$ cat config.mk
export PLATFORM = sky130hd
export DESIGN_NAME = fa_fault_campaign
export DESIGN_NICKNAME = d
export VERILOG_FILES = /design/src/rtl/fa_fault_pkg.sv /design/src/rtl/fa_golden_model.sv /design/src/rtl/fa_fault_campaign.sv
export SDC_FILE = /design/constraint.sdc
export NUM_CORES = 1
export LEC_CHECK = 0
export CORE_MARGIN = 2
export CORE_UTILIZATION = 40
export CTS_BUF_LIST = sky130_fd_sc_hd__clkbuf_8
export DETAILED_ROUTE_END_ITERATION = 16
export PLACE_DENSITY = 0.72
export SYNTH_ARGS = -nofsm -noshare
export SYNTH_HDL_FRONTEND = slang
export SYNTH_SLANG_ARGS = --single-unit
$ cat constraint.sdc
create_clock -name clk -period 3.7 [get_ports clk]
set_input_delay 0.555 -clock clk [delete_from_list [all_inputs] [get_ports clk]]
set_output_delay 0.555 -clock clk [all_outputs]
set_load 0.01 [all_outputs]
$ cat src/rtl/fa_fault_pkg.sv
// Shared types, constants and the reference adder function for the full-adder fault campaign.
package fa_fault_pkg;

  localparam int unsigned NUM_VECTORS = 8;
  localparam int unsigned ERR_W       = 4;
  localparam int unsigned MCNT_W      = 7;

  localparam logic [ERR_W-1:0] ERR_NONE = 4'd0;

  typedef enum logic [1:0] {
    IDLE   = 2'd0,
    SETTLE = 2'd1,
    CHECK  = 2'd2,
    DONE   = 2'd3
  } state_t;

  // Operand bundle driven to the adder; a is the MSB of the vector index.
  typedef struct packed {
    logic a;
    logic b;
    logic c;
  } fa_vec_t;

  function automatic logic [1:0] fa_golden(input logic a, input logic b, input logic c);
    return 2'(a) + 2'(b) + 2'(c);
  endfunction

endpackage

$ cat src/rtl/fa_golden_model.sv
// Fault-free full adder used as the reference for every compared vector.
module fa_golden_model
  import fa_fault_pkg::*;
(
  input  logic a,
  input  logic b,
  input  logic c,
  output logic sum,
  output logic cout
);

  assign {cout, sum} = fa_golden(a, b, c);

endmodule

$ cat src/rtl/fa_fault_campaign.sv
// Sweeps every fault code over all eight operand vectors of one adder and
// records which codes are detected and how many (fault,vector) pairs mismatch.
module fa_fault_campaign
  import fa_fault_pkg::*;
#(
  parameter int unsigned NUM_FAULTS    = 8,
  parameter int unsigned SETTLE_CYCLES = 2
)(
  input  logic                  clk,
  input  logic                  rst_n,
  input  logic                  start,
  input  logic                  abort,
  output logic                  fa_a,
  output logic                  fa_b,
  output logic                  fa_c,
  output logic [ERR_W-1:0]      fa_err,
  input  logic                  fa_sum,
  input  logic                  fa_cout,
  output logic                  busy,
  output logic                  done,
  output logic [NUM_FAULTS:0]   detected,
  output logic [MCNT_W-1:0]     mismatch_cnt,
  output logic                  golden_err
);

  localparam int unsigned DET_W = NUM_FAULTS + 1;
  localparam logic [MCNT_W-1:0] MCNT_MAX = 7'd127;

  state_t               state_q, state_d;
  logic [2:0]           v_q, v_d;
  logic [ERR_W-1:0]     f_q, f_d;
  logic [3:0]           cnt_q, cnt_d;
  fa_vec_t              vec_q, vec_d;
  logic [ERR_W-1:0]     err_q, err_d;
  logic                 busy_q, busy_d;
  logic                 done_q, done_d;
  logic [DET_W-1:0]     det_q, det_d;
  logic [MCNT_W-1:0]    mcnt_q, mcnt_d;
  logic                 gerr_q, gerr_d;

  logic                 gold_sum, gold_cout;
  logic                 mismatch_c;
  logic                 last_pair_c;
  logic [2:0]           v_inc;
  logic [ERR_W-1:0]     f_inc;

  fa_golden_model u_golden (
    .a    (vec_q.a),
    .b    (vec_q.b),
    .c    (vec_q.c),
    .sum  (gold_sum),
    .cout (gold_cout)
  );

  assign mismatch_c  = ({fa_cout, fa_sum} != {gold_cout, gold_sum});
  assign last_pair_c = (f_q == ERR_W'(NUM_FAULTS)) && (v_q == 3'(NUM_VECTORS - 1));

  // State and datapath registers.
  always_ff @(posedge clk or negedge rst_n) begin
    if (!rst_n) begin
      state_q <= IDLE;
      v_q     <= '0;
      f_q     <= '0;
      cnt_q   <= '0;
      vec_q   <= '0;
      err_q   <= ERR_NONE;
      busy_q  <= 1'b0;
      done_q  <= 1'b0;
      det_q   <= '0;
      mcnt_q  <= '0;
      gerr_q  <= 1'b0;
    end else begin
      state_q <= state_d;
      v_q     <= v_d;
      f_q     <= f_d;
      cnt_q   <= cnt_d;
      vec_q   <= vec_d;
      err_q   <= err_d;
      busy_q  <= busy_d;
      done_q  <= done_d;
      det_q   <= det_d;
      mcnt_q  <= mcnt_d;
      gerr_q  <= gerr_d;
    end
  end

  // Next-state logic; abort wins over start and over normal sequencing.
  always_comb begin
    state_d = state_q;
    unique case (state_q)
      IDLE:    if (start && !abort) state_d = SETTLE;
      SETTLE:  if (abort) state_d = IDLE;
               else if (cnt_q == 4'd1) state_d = CHECK;
      CHECK:   if (abort) state_d = IDLE;
               else if (last_pair_c) state_d = DONE;
               else state_d = SETTLE;
      DONE:    state_d = IDLE;
      default: state_d = IDLE;
    endcase
  end

  // Next values of all registered outputs and counters.
  always_comb begin
    v_d    = v_q;
    f_d    = f_q;
    cnt_d  = cnt_q;
    vec_d  = vec_q;
    err_d  = err_q;
    busy_d = busy_q;
    done_d = 1'b0;
    det_d  = det_q;
    mcnt_d = mcnt_q;
    gerr_d = gerr_q;
    v_inc  = v_q + 3'd1;
    f_inc  = (v_q == 3'(NUM_VECTORS - 1)) ? f_q + ERR_W'(1) : f_q;

    unique case (state_q)
      IDLE: begin
        if (start && !abort) begin
          v_d    = '0;
          f_d    = '0;
          cnt_d  = 4'(SETTLE_CYCLES);
          vec_d  = '0;
          err_d  = ERR_NONE;
          busy_d = 1'b1;
          det_d  = '0;
          mcnt_d = '0;
          gerr_d = 1'b0;
        end
      end
      SETTLE: begin
        if (abort) begin
          vec_d  = '0;
          err_d  = ERR_NONE;
          busy_d = 1'b0;
        end else begin
          cnt_d = cnt_q - 4'd1;
        end
      end
      CHECK: begin
        if (abort) begin
          vec_d  = '0;
          err_d  = ERR_NONE;
          busy_d = 1'b0;
        end else begin
          if (mismatch_c) begin
            for (int unsigned i = 0; i < DET_W; i++) begin
              if (f_q == ERR_W'(i)) det_d[i] = 1'b1;
            end
            if (mcnt_q != MCNT_MAX) mcnt_d = mcnt_q + 7'd1;
            if (f_q == ERR_NONE) gerr_d = 1'b1;
          end
          if (last_pair_c) begin
            done_d = 1'b1;
          end else begin
            v_d   = v_inc;
            f_d   = f_inc;
            err_d = f_inc;
            vec_d = fa_vec_t'(v_inc);
            cnt_d = 4'(SETTLE_CYCLES);
          end
        end
      end
      DONE: begin
        vec_d  = '0;
        err_d  = ERR_NONE;
        busy_d = 1'b0;
      end
      default: ;
    endcase
  end

  assign fa_a         = vec_q.a;
  assign fa_b         = vec_q.b;
  assign fa_c         = vec_q.c;
  assign fa_err       = err_q;
  assign busy         = busy_q;
  assign done         = done_q;
  assign detected     = det_q;
  assign mismatch_cnt = mcnt_q;
  assign golden_err   = gerr_q;

endmodule

==> flow_summary.ini, run 1 <==
[place]
portBuffers = 31
gp_congestion = 0.830
dp_hpwl_um = 3000
dp_slack_ns = 1.23
post_dp_cell_area_um2 = 2420

[cells_and_area]
post_route_cells_drive_above_1_share_pct = 8.71
multi_input_comb_area_um2 = 1030
syn2layout_area_growth_pct = 22.9
ff_latch_area_um2 = 951
fin_util_pct = 50.1
final_area_um2 = 2530
fillers = 466
antenna_cells = 0
nNetsFinal = 260

[yosys]
syn_nets = 229
async_flop_share_pct = 100
synth-edff-count = 0
yosys_register_bits = 38
ys_types = 47
ys.warnings.count = 0
netlist_area_um2 = 2060
ys_seq_area_share_pct = 46.2
synth_ff_type = dfrtp_1
postSynthCellCount = 209
syn-mean-instance-area_um2 = 9.85

[timing]
min_period_over_period_pct = 64.3
skew_ns = 0.00675
fin_ws_ns = 1.32
drv_slew = 0
rsz0062_at_grt = no
fmax_mhz = 420
min_period_ns = 2.38
tns_ns = 0
maxSlewHeadroom_pct = 43.7
setup_viol = 0
hold_violations = 0
tightest_slew_ns = 0.844

[global_routing]
grt_pass1_wl_um = 6730
grt_max_degree = 39
overflow = 0
antenna_found_initial = 0
first_global_vias = 1465
grt_usage_pct = 15.5

[power_and_ir_drop]
power_density_nw_per_um2 = 511
p_switching_w = 0.000428
leakage_nw = 1.11
intPower_w = 0.000864
irDropWorstVdd_uv = 263
pwr-share-seq_pct = 41.1
swShare_pct = 33.1
clock_power_share_pct = 25.4
p_comb_share_pct = 33.5

[clocking]
clock_path_buffers = 2
cts_max_level = 2
cts_buffers = 5
cts_num_sinks = 38
cts_root_buffer = clkbuf_8
path_clk_slew_ns = 0.07
cts_setup_buffers = 0
tritoncts = done
ctsResizeCount = 0
worstSkewPairLatency_ns = 0.28
cts.hold.buffers_added = 0

[floorplanning]
placementRows = 26
coreArea_um2 = 5040
die_h_um = 75.7
die_area_um2 = 5740
pin_count = 32
fp.dieW_um = 75.7
initial_core_util_pct = 40.8

[critical_path]
worstPathRequired_ns = 3.87
worstSetupPathType = flop to flop
start_kind = flop
path_max_fanout = 17
crit_path_end_kind = flop
rrSetupSlack_ns = 1.32
worstPathArrival_ns = 2.55

[route]
vias = 1596
first_pass_iters = 4
via_per_inst = 5.13
ant_nets = 0
drc = 0
wire_per_inst_um = 12.9
drt-initial-drc-count = 60
routed_wl_um = 4020

[job]
cap_violations = 0

[worst_hold_path]
hp-class = input port to async pin

[outcome]
outcome = completed
==> cell usage after synthesis, types with 2 or more instances <==
cell type / instances / area [um2]
nand2_1: 30 / 113
mux2i_1: 2 / 20.0
dfrtp_1: 38 / 951
ha_1: 13 / 163
nand2b_1: 5 / 31.3
mux2_2: 7 / 78.8
a21oi_1: 7 / 35.0
a311o_1: 2 / 20.0
or2_2: 2 / 12.5
o21ai_1: 4 / 20.0
nand3_1: 6 / 30.0
buf_2: 2 / 10.0
nand4_1: 2 / 12.5
a31oi_1: 3 / 18.8
clkbuf_1: 4 / 15.0
and3_1: 2 / 12.5
inv_1: 10 / 37.5
o21ai_2: 2 / 17.5
nand3b_1: 5 / 37.5
nor2_1: 10 / 37.5
a22o_1: 4 / 35.0
o21ai_0: 22 / 110
xnor2_1: 3 / 26.3
==> cell families (layout without fill, tap and decap cells) <==
group | after synthesis | after routing | synth area share, %
simple gates | 71 | 71 | 17.4
compound gates | 56 | 56 | 17.9
flops | 38 | 38 | 46.2
buf+inv | 18 | 50 | 3.59
fa+ha+maj | 14 | 14 | 8.88
mux | 9 | 9 | 4.80
xor+xnor | 3 | 3 | 1.28
==> sequential cells by signal, indices dropped and copies added (netlist names) <==
name,flops
done,1
cnt_q,4
busy,1
golden_err,1
fa_b,1
detected,8
fa_a,1
state_q,2
fa_c,1
fa_err,4
f_q,4
v_q,3
mismatch_cnt,7
==> power groups by stage <==
stage | clock (W) | combinational, W | sequential, W
floorplan | 0 | 0.000293 | 0.000539
global placement | 0 | 0.000432 | 0.000536
detailed placement | 0 | 0.000435 | 0.000538
CTS | 0.000337 | 0.000438 | 0.000530
global route | 0.000357 | 0.000485 | 0.000539
finish | 0.000328 | 0.000433 | 0.000531
==> per-stage QoR <==
step                instances  hold WS [ns]  total power, W
floorplan                 209         0.259        0.000831
global placement          303         0.467        0.000968
detailed placement        303         0.473        0.000973
CTS                       311         0.399         0.00131
global route              311         0.438         0.00138
finish                    311         0.375         0.00129
==> final timing paths <==
kind | from | to | depth (start not counted)
worst max-delay path | state_q[0] | mismatch_cnt[5] | 6
worst min-delay path | rst_n | mismatch_cnt[1] | 1
worst max register to register | state_q[0] | mismatch_cnt[5] | 6
worst min register to register | detected[5] | detected[5] | 2
max in group asynchronous | rst_n | cnt_q[3] | 1
min in group clk | detected[5] | detected[5] | 2
==> final cells by class <==
type / instances / share of cell area [%]
clock buffer: 5 / 2.72
tap: 70 / 3.46
sequential: 38 / 37.6
timing repair buffer: 32 / 12.4
clock inverter: 3 / 1.48
inverter: 10 / 1.48
multi-input combinational: 153 / 40.9
==> layer usage <==
layer  GRT usage (%)  routed length [um]
met5               0                   0
met4            6.43                  61
met3            2.78                 111
met2            24.1                1820
met1            21.6                2030
==> cell usage in the layout, fill, tap and decap left out, drive strengths merged, types with 2 or more instances in the layout <==
cell / synthesis / final
a311o: 2 / 2
clkbuf: 4 / 5
nand2b: 5 / 5
a22o: 4 / 4
or3: 2 / 2
nand3b: 5 / 5
a21oi: 7 / 7
nand3: 6 / 6
clkdlybuf4s50: 0 / 30
nand4: 2 / 2
dfrtp: 38 / 38
o21ai: 28 / 28
inv: 10 / 12
mux2: 7 / 7
nor2: 10 / 10
ha: 13 / 13
xnor2: 3 / 3
and3: 2 / 2
a31oi: 3 / 3
mux2i: 2 / 2
nand2: 30 / 30
buf: 4 / 2
or2: 2 / 2
==> worst max-delay path, cell delays in order (launching register included) <==
cell,delay [ns]
dfrtp_1,0.40
inv_1,0.12
ha_1,0.54
mux2i_1,0.24
a311oi_2,0.41
o21ai_2,0.18
a221o_1,0.37
Note: power is estimated with default switching activity, not from simulation.
==> run 2: changes to the inputs <==
--- a/config.mk
+++ b/config.mk
@@ -9,7 +9,7 @@
 export CORE_UTILIZATION = 40
 export CTS_BUF_LIST = sky130_fd_sc_hd__clkbuf_8
 export DETAILED_ROUTE_END_ITERATION = 16
-export PLACE_DENSITY = 0.72
+export PLACE_DENSITY = 0.75
 export SYNTH_ARGS = -nofsm -noshare
 export SYNTH_HDL_FRONTEND = slang
 export SYNTH_SLANG_ARGS = --single-unit
==> constraint.sdc (replaced) <==
create_clock -name clk -period 2.1 [get_ports clk]
set_input_delay 0.315 -clock clk [delete_from_list [all_inputs] [get_ports clk]]
set_output_delay 0.315 -clock clk [all_outputs]
set_load 0.01 [all_outputs]
==> run 2 against run 1 <==
Hold slack worse by 0.25 ns. Non-clock buffer count is 17 higher. Via count is 4.9% higher. Global-route usage grew 1.9 points. Maximum frequency rose by 21%. Clock power up 87%. Sequential cell count is the same. Sequential power is 77% higher. Critical path type unchanged.
==> flow_summary.ini, run 2 (synthesized netlist as in run 1, its figures left out) <==
[cells_and_area]
syn2layout_area_growth_pct = 30.2
layout_common_cells = dfrtp_1 (38), nand2_1 (30), clkdlybuf4s50_1 (30)
largest_reg_flops = 8
nNetsFinal = 277
post_route_cells_drive_above_1_share_pct = 15.5
ff_latch_area_um2 = 951
multi_input_comb_area_um2 = 1040
antenna_cells = 0
final_common_cell = dfrtp_1
fillers = 452

[critical_path]
worstSetupPathType = flop to flop
crit_chain = ha_1 -> ha_1 -> a31oi_1 -> o21ai_4 -> mux2_2
cp_slowest_cell = dfrtp_1
cp_common_cell = ha_1
crit_path_end_kind = flop
start_kind = flop
worstPathRequired_ns = 2.28
crit_family = adder cells
cp_num_buf_inv = 0
path_max_fanout = 10
cpPeakStageDelay_ns = 0.40
worstPathArrival_ns = 2.15

[global_routing]
overflow = 0
antenna_found_initial = 0
first_global_vias = 1603
grt_pass1_wl_um = 7510
grt_max_degree = 39
grt_usage_pct = 17.5

[timing]
fmax_mhz = 508
min_period_over_period_pct = 93.8
drv_slew = 0
skew_ns = 0.00882
fin_ws_ns = 0.131
min_period_ns = 1.97
maxSlewHeadroom_pct = 44.1
rsz0062_at_grt = no
hold_violations = 0
tns_ns = 0
tightest_slew_ns = 0.838
setup_viol = 0

[route]
wire_per_inst_um = 13.5
drc = 0
ant_nets = 0
drt-initial-drc-count = 111
first_pass_iters = 5
routed_wl_um = 4440
via_per_inst = 5.11
vias = 1675

[floorplanning]
placementRows = 26
fp.dieW_um = 75.7
pin_count = 32
coreArea_um2 = 5040
die_h_um = 75.7
initial_core_util_pct = 40.8
die_area_um2 = 5740

[clocking]
cts_max_level = 2
worstSkewPairLatency_ns = 0.30
cts_buffers = 5
cts_num_sinks = 38
cts_root_buffer = clkbuf_8
tritoncts = done
cts_setup_buffers = 0
clock_path_buffers = 2
path_clk_slew_ns = 0.08

[place]
dp_slack_ns = 0.0621
portBuffers = 31
dp_hpwl_um = 3180
gp_congestion = 0.814

[power_and_ir_drop]
power_density_nw_per_um2 = 906
leakage_nw = 1.19
irDropWorstVdd_uv = 618

[job]
cap_violations = 0

[outcome]
outcome = completed

[worst_hold_path]
hp-class = input port to async pin
-- run 2: changes by cell type in the layout (fill, tap and decap cells not counted) --
| cell | previous run | this run |
|---|---|---|
| buf_4 | 1 | 17 |
| o21ai_0 | 22 | 19 |
| o21ai_1 | 4 | 7 |
| clkinv_2 | 0 | 2 |
| inv_1 | 12 | 10 |
| buf_12 | 0 | 1 |
| o21ai_2 | 2 | 1 |
| o21ai_4 | 0 | 1 |
-- run 2: area by class of cell --
cell class	instances	share of cell area, %
clock buffer	5	2.57
clock inverter	3	1.49
inverter	10	1.40
multi-input combinational	153	38.9
sequential	38	35.5
tap	70	3.27
timing repair buffer	49	16.9
-- run 2: path summary, 6_finish.rpt --
path,from,to,slack [ns],depth (start not counted)
worst max register to register,v_q[0],fa_b,0.13,5
worst max-delay path,v_q[0],fa_b,0.13,5
min in group clk,detected[6],detected[6],0.48,2
worst min register to register,detected[6],detected[6],0.48,2
max in group asynchronous,rst_n,f_q[2],1.45,1
worst min-delay path,rst_n,f_q[0],0.12,1
-- run 2: per-stage QoR --
stage | util (%) | total power (W) | instance area, um2 | hold WS, ns | instances
2_1_floorplan | - | 0.00146 | 2060 | 0.0194 | 209
5_1_grt | 53.1 | 0.00259 | 2680 | 0.190 | 328
3_5_place_dp | 50.8 | 0.00182 | 2560 | 0.471 | 320
6_report | 53.1 | 0.00243 | 2680 | 0.123 | 328
4_1_cts | 53.0 | 0.00244 | 2670 | 0.146 | 328
3_3_place_gp | 50.8 | 0.00179 | 2560 | 0.464 | 320
-- run 2: per-layer routing --
layer	wire (um)	track usage, %
met1	2110	23.6
met5	0	0
met3	174	4.37
met2	2070	27.1
met4	77	6.82
-- run 2: what timing repair did --
item                       in CTS  in global routing
setup endpoints to repair       0                 16
hold buffers                    0                  0
resized for setup               0                  4
-- run 2: power by group --
part / switching (W) / internal (W) / total, W / leakage, nW
Sequential: 0.000112 / 0.000828 / 0.000940 / 0.519
Combinational: 0.000446 / 0.000426 / 0.000872 / 0.613
Clock: 0.000266 / 0.000350 / 0.000615 / 0.0579
